$ cat config.mk
export PLATFORM = sky130hd
export DESIGN_NAME = shift_sipo_flat
export DESIGN_NICKNAME = d
export VERILOG_FILES = /design/src/rtl/shift_pkg.sv /design/src/rtl/shift_sipo_if.sv /design/src/rtl/shift_sipo_bit_counter.sv /design/src/rtl/shift_sipo.sv /design/src/flat_wrapper.sv
export SDC_FILE = /design/constraint.sdc
export NUM_CORES = 1
export LEC_CHECK = 0
export CAP_MARGIN = 10
export CELL_PAD_IN_SITES_DETAIL_PLACEMENT = 1
export CELL_PAD_IN_SITES_GLOBAL_PLACEMENT = 2
export CORE_AREA = 10 10 54 56
export DETAILED_ROUTE_END_ITERATION = 12
export DIE_AREA = 0 0 64 66
export MAX_ROUTING_LAYER = met4
export PLACE_DENSITY = 0.76
export SYNTH_ARGS = -nofsm -noshare
export SYNTH_HDL_FRONTEND = slang
export SYNTH_SLANG_ARGS = --single-unit
$ cat constraint.sdc
create_clock -name clk -period 1.4 [get_ports clk]
set_input_delay 0.21 -clock clk [delete_from_list [all_inputs] [get_ports clk]]
set_output_delay 0.21 -clock clk [all_outputs]
set_load 0.05 [all_outputs]
$ cat src/rtl/shift_pkg.sv
// Shared definitions for the serial/parallel shifters (shift_sipo, shift_piso).
// SHIFT_SIPO_PARITY_EN adds one trailing even-parity bit to every frame.
package shift_pkg;

  localparam int DEFAULT_WIDTH = 4;
  localparam int MAX_PARITY_BITS = 33;

`ifdef SHIFT_SIPO_PARITY_EN
  localparam bit PARITY_EN = 1'b1;
`else
  localparam bit PARITY_EN = 1'b0;
`endif

  // Output buffer occupancy for the parallel side.
  typedef enum logic {
    OUT_EMPTY = 1'b0,
    OUT_FULL  = 1'b1
  } out_state_e;

  function automatic int frame_bits(input int width);
    return PARITY_EN ? width + 1 : width;
  endfunction

  // XOR of all bits; zero when data plus even-parity bit are consistent.
  function automatic logic even_parity(input logic [MAX_PARITY_BITS-1:0] bits);
    return ^bits;
  endfunction

endpackage

$ cat src/rtl/shift_sipo_if.sv
// Serial input stream and parallel output handshake of shift_sipo.
interface shift_sipo_if
  import shift_pkg::*;
#(
  parameter int WIDTH = DEFAULT_WIDTH
) ();

  logic             clear;
  logic             serial_in;
  logic             serial_valid;
  logic             out_ready;
  logic [WIDTH-1:0] parallel_out;
  logic             out_valid;
  logic             busy;
  logic             overrun;
  logic             parity_err;

  modport master (
    output clear, serial_in, serial_valid, out_ready,
    input  parallel_out, out_valid, busy, overrun, parity_err
  );

  modport slave (
    input  clear, serial_in, serial_valid, out_ready,
    output parallel_out, out_valid, busy, overrun, parity_err
  );

endinterface

$ cat src/rtl/shift_sipo_bit_counter.sv
// Frame bit counter for shift_sipo: counts sampled bits, wraps after the last one.
module sipo_bit_counter
  import shift_pkg::*;
#(
  parameter int FRAME_BITS = DEFAULT_WIDTH
) (
  input  logic clk,
  input  logic rst,
  input  logic clear_i,
  input  logic step_i,
  output logic last_o,
  output logic busy_o
);

  localparam int CNT_W = $clog2(FRAME_BITS);
  localparam logic [CNT_W-1:0] LAST = CNT_W'(FRAME_BITS - 1);

  logic [CNT_W-1:0] cnt_q, cnt_d;

  always_comb begin
    cnt_d = cnt_q;
    if (clear_i) begin
      cnt_d = '0;
    end else if (step_i) begin
      cnt_d = (cnt_q == LAST) ? '0 : cnt_q + 1'b1;
    end
  end

  always_ff @(posedge clk or posedge rst) begin
    if (rst) begin
      cnt_q <= '0;
    end else begin
      cnt_q <= cnt_d;
    end
  end

  assign last_o = (cnt_q == LAST);
  assign busy_o = (cnt_q != '0);

endmodule

$ cat src/rtl/shift_sipo.sv
// Serial-in parallel-out shifter with a one-frame output buffer and valid/ready handshake.
// SHIFT_SIPO_PARITY_EN: frames carry a trailing even-parity bit checked into parity_err.
module shift_sipo
  import shift_pkg::*;
#(
  parameter int WIDTH     = DEFAULT_WIDTH,
  parameter int MSB_FIRST = 1
) (
  input  logic        clk,
  input  logic        rst,
  shift_sipo_if.slave bus
);

  // state     | meaning
  // OUT_EMPTY | parallel_out already delivered (or never loaded)
  // OUT_FULL  | parallel_out holds a frame awaiting out_ready

  localparam int FRAME_BITS = frame_bits(WIDTH);

  logic             sample;
  logic             shift_en;
  logic             last_bit;
  logic             cnt_busy;
  logic             complete;
  logic             load_en;
  logic             parity_d;
  logic [WIDTH-1:0] shift_q, shift_d, shift_nxt;
  logic [WIDTH-1:0] frame_data;
  logic [WIDTH-1:0] pout_q;
  logic             perr_q;
  logic             ovr_q, ovr_d;
  out_state_e       state_q, state_d;

  // clear discards any bit offered in the same cycle
  assign sample = bus.serial_valid & ~bus.clear;

  sipo_bit_counter #(
    .FRAME_BITS (FRAME_BITS)
  ) u_cnt (
    .clk     (clk),
    .rst     (rst),
    .clear_i (bus.clear),
    .step_i  (sample),
    .last_o  (last_bit),
    .busy_o  (cnt_busy)
  );

  generate
    if (MSB_FIRST != 0) begin : g_msb
      assign shift_nxt = {shift_q[WIDTH-2:0], bus.serial_in};
    end else begin : g_lsb
      assign shift_nxt = {bus.serial_in, shift_q[WIDTH-1:1]};
    end
  endgenerate

`ifdef SHIFT_SIPO_PARITY_EN
  // The parity bit is the last frame bit and never enters the data register.
  assign shift_en   = sample & ~last_bit;
  assign frame_data = shift_q;
  assign parity_d   = even_parity(MAX_PARITY_BITS'({shift_q, bus.serial_in}));
`else
  assign shift_en   = sample;
  assign frame_data = shift_nxt;
  assign parity_d   = 1'b0;
`endif

  assign complete = sample & last_bit;

  always_comb begin
    shift_d = shift_q;
    if (bus.clear) begin
      shift_d = '0;
    end else if (shift_en) begin
      shift_d = shift_nxt;
    end
  end

  always_comb begin
    state_d = state_q;
    load_en = 1'b0;
    ovr_d   = ovr_q;
    if (bus.clear) begin
      ovr_d = 1'b0;
    end
    case (state_q)
      OUT_EMPTY: begin
        if (complete) begin
          load_en = 1'b1;
          state_d = OUT_FULL;
        end
      end
      OUT_FULL: begin
        if (complete) begin
          if (bus.out_ready) begin
            load_en = 1'b1;
          end else begin
            ovr_d = 1'b1;
          end
        end else if (bus.out_ready) begin
          state_d = OUT_EMPTY;
        end
      end
      default: state_d = OUT_EMPTY;
    endcase
  end

  always_ff @(posedge clk or posedge rst) begin
    if (rst) begin
      state_q <= OUT_EMPTY;
      shift_q <= '0;
      pout_q  <= '0;
      perr_q  <= 1'b0;
      ovr_q   <= 1'b0;
    end else begin
      state_q <= state_d;
      shift_q <= shift_d;
      ovr_q   <= ovr_d;
      if (load_en) begin
        pout_q <= frame_data;
        perr_q <= parity_d;
      end
    end
  end

  assign bus.parallel_out = pout_q;
  assign bus.out_valid    = (state_q == OUT_FULL);
  assign bus.busy         = cnt_busy;
  assign bus.overrun      = ovr_q;
  assign bus.parity_err   = perr_q;

endmodule

$ cat src/flat_wrapper.sv
// flat-port wrapper written by rule: the top's interface ports become plain ports
module shift_sipo_flat import shift_pkg::*;
#(
  parameter int WIDTH     = DEFAULT_WIDTH,
  parameter int MSB_FIRST = 1
)
  (clk, rst, bus_clear, bus_serial_in, bus_serial_valid, bus_out_ready, bus_parallel_out, bus_out_valid, bus_busy, bus_overrun, bus_parity_err);
  shift_sipo_if #(.WIDTH(WIDTH)) bus_i ();
  input  logic clk;
  input  logic rst;
  input wire logic [$bits(bus_i.clear)-1:0] bus_clear;
  input wire logic [$bits(bus_i.serial_in)-1:0] bus_serial_in;
  input wire logic [$bits(bus_i.serial_valid)-1:0] bus_serial_valid;
  input wire logic [$bits(bus_i.out_ready)-1:0] bus_out_ready;
  output wire logic [$bits(bus_i.parallel_out)-1:0] bus_parallel_out;
  output wire logic [$bits(bus_i.out_valid)-1:0] bus_out_valid;
  output wire logic [$bits(bus_i.busy)-1:0] bus_busy;
  output wire logic [$bits(bus_i.overrun)-1:0] bus_overrun;
  output wire logic [$bits(bus_i.parity_err)-1:0] bus_parity_err;
  assign bus_i.clear = bus_clear;
  assign bus_i.serial_in = bus_serial_in;
  assign bus_i.serial_valid = bus_serial_valid;
  assign bus_i.out_ready = bus_out_ready;
  assign bus_parallel_out = bus_i.parallel_out;
  assign bus_out_valid = bus_i.out_valid;
  assign bus_busy = bus_i.busy;
  assign bus_overrun = bus_i.overrun;
  assign bus_parity_err = bus_i.parity_err;
  shift_sipo #(.WIDTH(WIDTH), .MSB_FIRST(MSB_FIRST)) u_core (.clk(clk), .rst(rst), .bus(bus_i));
endmodule
Word level (Yosys, flattened, before mapping)
Cells that the tools add are included.

word-level totals
  register bits after elaboration = 11
  bits in latches = 0
  bits in writable memories = 0
  memory bits (read-only) = 0
  bits of input ports = 6
  output and inout port bits = 8
  word-level logic and storage cells = 29
  memories kept = 0

operators by class
  add/subtract/negate cells = 1
  multiply operators = 0
  divide/modulo/power cells = 0
  order comparisons = 0
  eq/ne operators = 1
  shift operators = 0
  mux-type cells = 16
  bitwise logic cells = 4
  reduce and logical (&&, ||, !) cells = 2

operators by type and width
  cell                                                            count
  1-bit two-way mux                                               9
  2-bit two-way mux                                               3
  3-bit two-way mux                                               2
  1-bit one-hot mux with 2 select lines                           2
  2-bit nonzero test                                              2
  2-bit by 1-bit adder with 2-bit output (second input constant)  1
  1-bit AND                                                       2
  2-bit equality test (second input constant)                     1
  1-bit NOT                                                       2

Logic depth before layout (Yosys ltp)
  depth after elaboration = 5
  depth in mapped cells = 4
  gate-level depth less buffers = 4

Modules after synthesis
From an unflattened synthesis, not the netlist that was laid out.

second synthesis, totals
  cell total of the unflattened synthesis = 42
  area, all modules = 510.5 um2

modules (own cells, without submodules)
  module            times used  cells each  area an instance (um2)  seq. area each (um2)
  shift_sipo        1           30          389.1                   225.2
  sipo_bit_counter  1           12          121.4                   50.0

Least setup slack after synthesis
Ideal clock, no wire load.

  path type = register -> register
  start point = reg u_core.state_q, in the netlist u_core.bus.out_valid
  end point = reg u_core.pout_q[0], in the netlist u_core.bus.parallel_out[0]
  library setup time = 0.125 ns
  arrival = 1.346 ns
  data required time = 1.275 ns
  slack = -0.071 ns
  cell stages (with the launch flop) = 4
  buffers on the path = 0
  clock period less this slack = 1.471 ns
  cells stage by stage = dfrtp_1 -> nor2b_4 -> nor3_4 -> mux2_4

between the ends
  word-level cells in the longest chain between the ends = 2

RTL lines
  what                                     line               RTL
  start, declared                          shift_sipo.sv:32   out_state_e state_q, state_d;
  start signal, assigned                   shift_sipo.sv:115  state_q <= state_d;
  1-bit NOT                                shift_sipo.sv:85   case (state_q)
  1-bit one-hot mux with 2 select lines *  shift_sipo.sv:85
  end signal, assigned                     shift_sipo.sv:119  pout_q <= frame_data;
  end, declared                            shift_sipo.sv:29   logic [WIDTH-1:0] pout_q;

Mark *: on every way between the ends. The rest lies on a longest branch, timed or not.
A chain may end at the register's enable or synchronous reset.

Worst setup path after layout
  start point = reg u_core.u_cnt.cnt_q[0]
  end point = out bus_busy

between the ends
  word-level cells in the longest chain between the ends = 1

RTL lines
  what                    line                          RTL
  start, declared         shift_sipo_bit_counter.sv:18  logic [CNT_W-1:0] cnt_q, cnt_d;
  start signal, assigned  shift_sipo_bit_counter.sv:33  cnt_q <= cnt_d;
  2-bit nonzero test      shift_sipo_bit_counter.sv:38  assign busy_o = (cnt_q != '0);
  end, declared           flat_wrapper.sv:17            output wire logic [$bits(bus_i.busy)-1:0] bus_busy;

No other way between the ends.

==> impl_results.md <==
* Run status: finished, final reports clean
* Core area at 0.00190 mm^2
* Number of endpoints with negative hold slack in the final report at 0
* Worst hold slack at 0.232 ns
* CP max stage cell: sky130_fd_sc_hd__dfrtp_1
* Post-route antenna net violation count at 0
* Fmax at 727 MHz
* Residual DRC at 0
* Yosys cell types at 15
* Routing layer with the top usage in global route: met2
* Routed len/inst at 12.8 um
* Startpoint class of the critical path: flip-flop
* Final Max Slew Viols at 0
* FF-to-FF End: u_core.bus.parallel_out[1]
* Design Power at 0.801 mW
* Min Tclk post-route at 1.38 ns
* Global-route met2 utilization at 8.46%
* Wirelength, routed at 1110 um
* Die boundary height at 66 um
* Met1 usage in global routing at 6.08%
* Chip width at 64 um
* Largest net degree at the start of global routing at 12
* Area enclosed by the die boundary at 0.00422 mm^2
* Unrepaired setup endpoints after global routing: true
* Cell area after synthesis at 536 um^2
* Clock transition time at the flip-flop clock pins of the worst setup and hold paths at 0.07 ns
* Origin of the worst setup path: u_core.u_cnt.cnt_q[0]
* Main flop type after synthesis: sky130_fd_sc_hd__dfrtp_1
* Minimum setup slack among reg-to-reg paths at 0.06 ns
* I/O pin count at 14
* Diode insertion count for antenna repair at 0
* Instance count of the mapped netlist at 41
* Growth of design area from synthesis to finish at 55.6%
* Ordered list of cells on the worst path: buf_6, inv_4, ha_4, inv_2, buf_12
* Number of storage elements in the synthesis netlist at 11
* Initial antenna violation count at 0
* CTS root buf: sky130_fd_sc_hd__clkbuf_4
* Data required time at the worst endpoint at 1.19 ns
* Share of cells above drive strength 1 at 46.7%
* Sum of negative setup slack at 0 ns
* Via total after detailed routing at 349
* Number of synthesized flops with an enable pin at 0
* Number of vias per cell at 4.01
* Share of flip-flops with an asynchronous set or reset at 100%
* Effective utilization at floorplan at 28.2%
* Hold Path Class: in -> async
* Mapped Nets at 49
* CTS tree: built
* Number of cells traversed by the worst register-to-register path at 4
* Worst reg2reg startpoint: u_core.u_cnt.cnt_q[0]
* Clock Sinks at 11
* Half-perimeter wire length after detailed placement at 884 um
* Count of filler cells inserted in the layout at 209
* Maximum Capacitance Violations at 0
* Number of buffers inserted by hold repair at cts at 0
* Sequential cell area fraction in the yosys report at 51.4%
* Finished Core Util at 43.8%
* Std-Cell Rows at 16
* Max VDD drop at 0.342 mV
* Critical Path End Type: output port
* GRT Total Usage at 5.65%
* Data arrival, critical path at 1.17 ns
* Initial DRC count at 2
* Total power per unit cell area at 961 mW/mm^2
* Maximum fanout count along the critical path at 2
* Total area of sequential cells at 277 um^2
* Number of buffers created by CTS at 3
* Setup crit end: bus_busy
* Wire length of the first global-routing pass at 1740 um
* Via count of the first global-routing pass at 382
* Clock tree buffer depth at 2
* Clock insertion delay at the later pin of the skew report at 0.27 ns
* Critical Path Max Stage Delay at 0.41 ns
* Static leakage power at 0.384 nW
* Multi-input combinational cell area at 240 um^2
* Avg Inst Size Synth at 13.1 um^2
* H-tree depth at 1
* Met3 Resource Use GR at 1.02%
* Number of nets in the layout at 69
* Count of buffers inserted at the top-level ports at 12
* Tcrit/Tclk final at 98.3%
* Overflow left after global routing at 0
* Detailed-router iteration count before antenna repair at 4
* Gp weighted congestion at 0.668
* Worst setup path category: reg -> out
* Max Clock Skew at 0.00482 ns
* Synthesis Warnings at 0
* Final setup viols at 0
## cells in the mapped netlist (2+ instances only)
library cell,number,area share [%]
sky130_fd_sc_hd__buf_6,2,4.2
sky130_fd_sc_hd__dfrtp_1,11,51
sky130_fd_sc_hd__ha_1,2,4.7
sky130_fd_sc_hd__inv_1,4,2.8
sky130_fd_sc_hd__mux2_4,4,11
sky130_fd_sc_hd__mux2i_1,4,7.5
sky130_fd_sc_hd__nor2_1,6,4.2
## cell families (layout without fill, tap and decap cells)
kind of cell / count (synthesis) / after routing / synth area share, %
xor+xnor: 1 / 1 / 1.64
compound gates: 2 / 2 / 2.57
buf+inv: 7 / 26 / 8.41
simple gates: 9 / 9 / 11.9
fa+ha+maj: 2 / 2 / 4.67
mux: 8 / 8 / 18.7
other cells: 1 / 1 / 0.700
flops: 11 / 11 / 51.4
## worst max-delay path: cells and delay by family, from the launching register on
family,cells,cell delay (ns)
buffers and inverters,4,0.35
adder cells (fa/ha/maj),1,0.14
flip-flops,1,0.41
## report_power, final
| group | leakage [nW] | switching, mW | internal, mW |
|---|---|---|---|
| sequential | 0.149 | 0.0214 | 0.336 |
| clock | 0.0150 | 0.106 | 0.110 |
| combinational | 0.220 | 0.110 | 0.117 |
## registers in the layout (all words and copies together) (netlist names)
name and cells:
u_core.bus.parallel_out 4, u_core.shift_q 3, u_core.u_cnt.cnt_q 2, u_core.bus.out_valid 1, u_core.bus.overrun 1
## metal layers
layer,vias up,part of all wire (%),wire length [um]
li1,166,-,-
met1,173,46,506
met2,8,51,566
met3,2,1.4,15
met4,0,2.1,23
met5,-,0,0
## placed cells by master, fill, tap and decap left out, drive strengths merged
master and count:
buf 13, o21bai 1, nand2 1, mux2i 4
xnor2 1, clkdlybuf4s50 5, a31oi 1, ha 2
dfrtp 11, conb 1, nor3 1, nor2 6
inv 4, mux2 4, nor2b 1, clkbuf 4
## layout make-up
cell class                 instances  area share [%]
multi-input combinational         23            28.8
tap                               27            4.05
sequential                        11            33.2
clock buffer                       4            3.15
inverter                           4            2.10
timing repair buffer              18            28.7
## timing repair
item,in CTS,in global routing
hold endpoints to repair,0,0
endpoints found under the setup margin,1,5
gates resized for setup,3,5
pin swaps,0,1
buffers inserted,1,1
## per-stage QoR
step / instance area [um^2] / setup slack, ns / std cells
floorplan: 537 / 0.0188 / 41
global placement: 761 / -0.123 / 81
detailed placement: 761 / -0.121 / 81
CTS: 801 / 0.00126 / 86
global route: 833 / -0.0309 / 87
finish: 833 / 0.0245 / 87
## worst min path at each step
stage                      start                         end  slack (ns)  depth (start not counted)
6_report                     rst          u_core.bus.overrun        0.23                          2
5_1_grt                      rst          u_core.bus.overrun        0.26                          2
4_1_cts                      rst          u_core.bus.overrun        0.24                          2
3_5_place_dp   u_core.shift_q[2]  u_core.bus.parallel_out[3]        0.50                          1
3_3_place_gp   u_core.shift_q[2]  u_core.bus.parallel_out[3]        0.50                          1
2_1_floorplan                rst          u_core.bus.overrun        0.06                          1
Note: power is estimated with default switching activity, not from simulation.
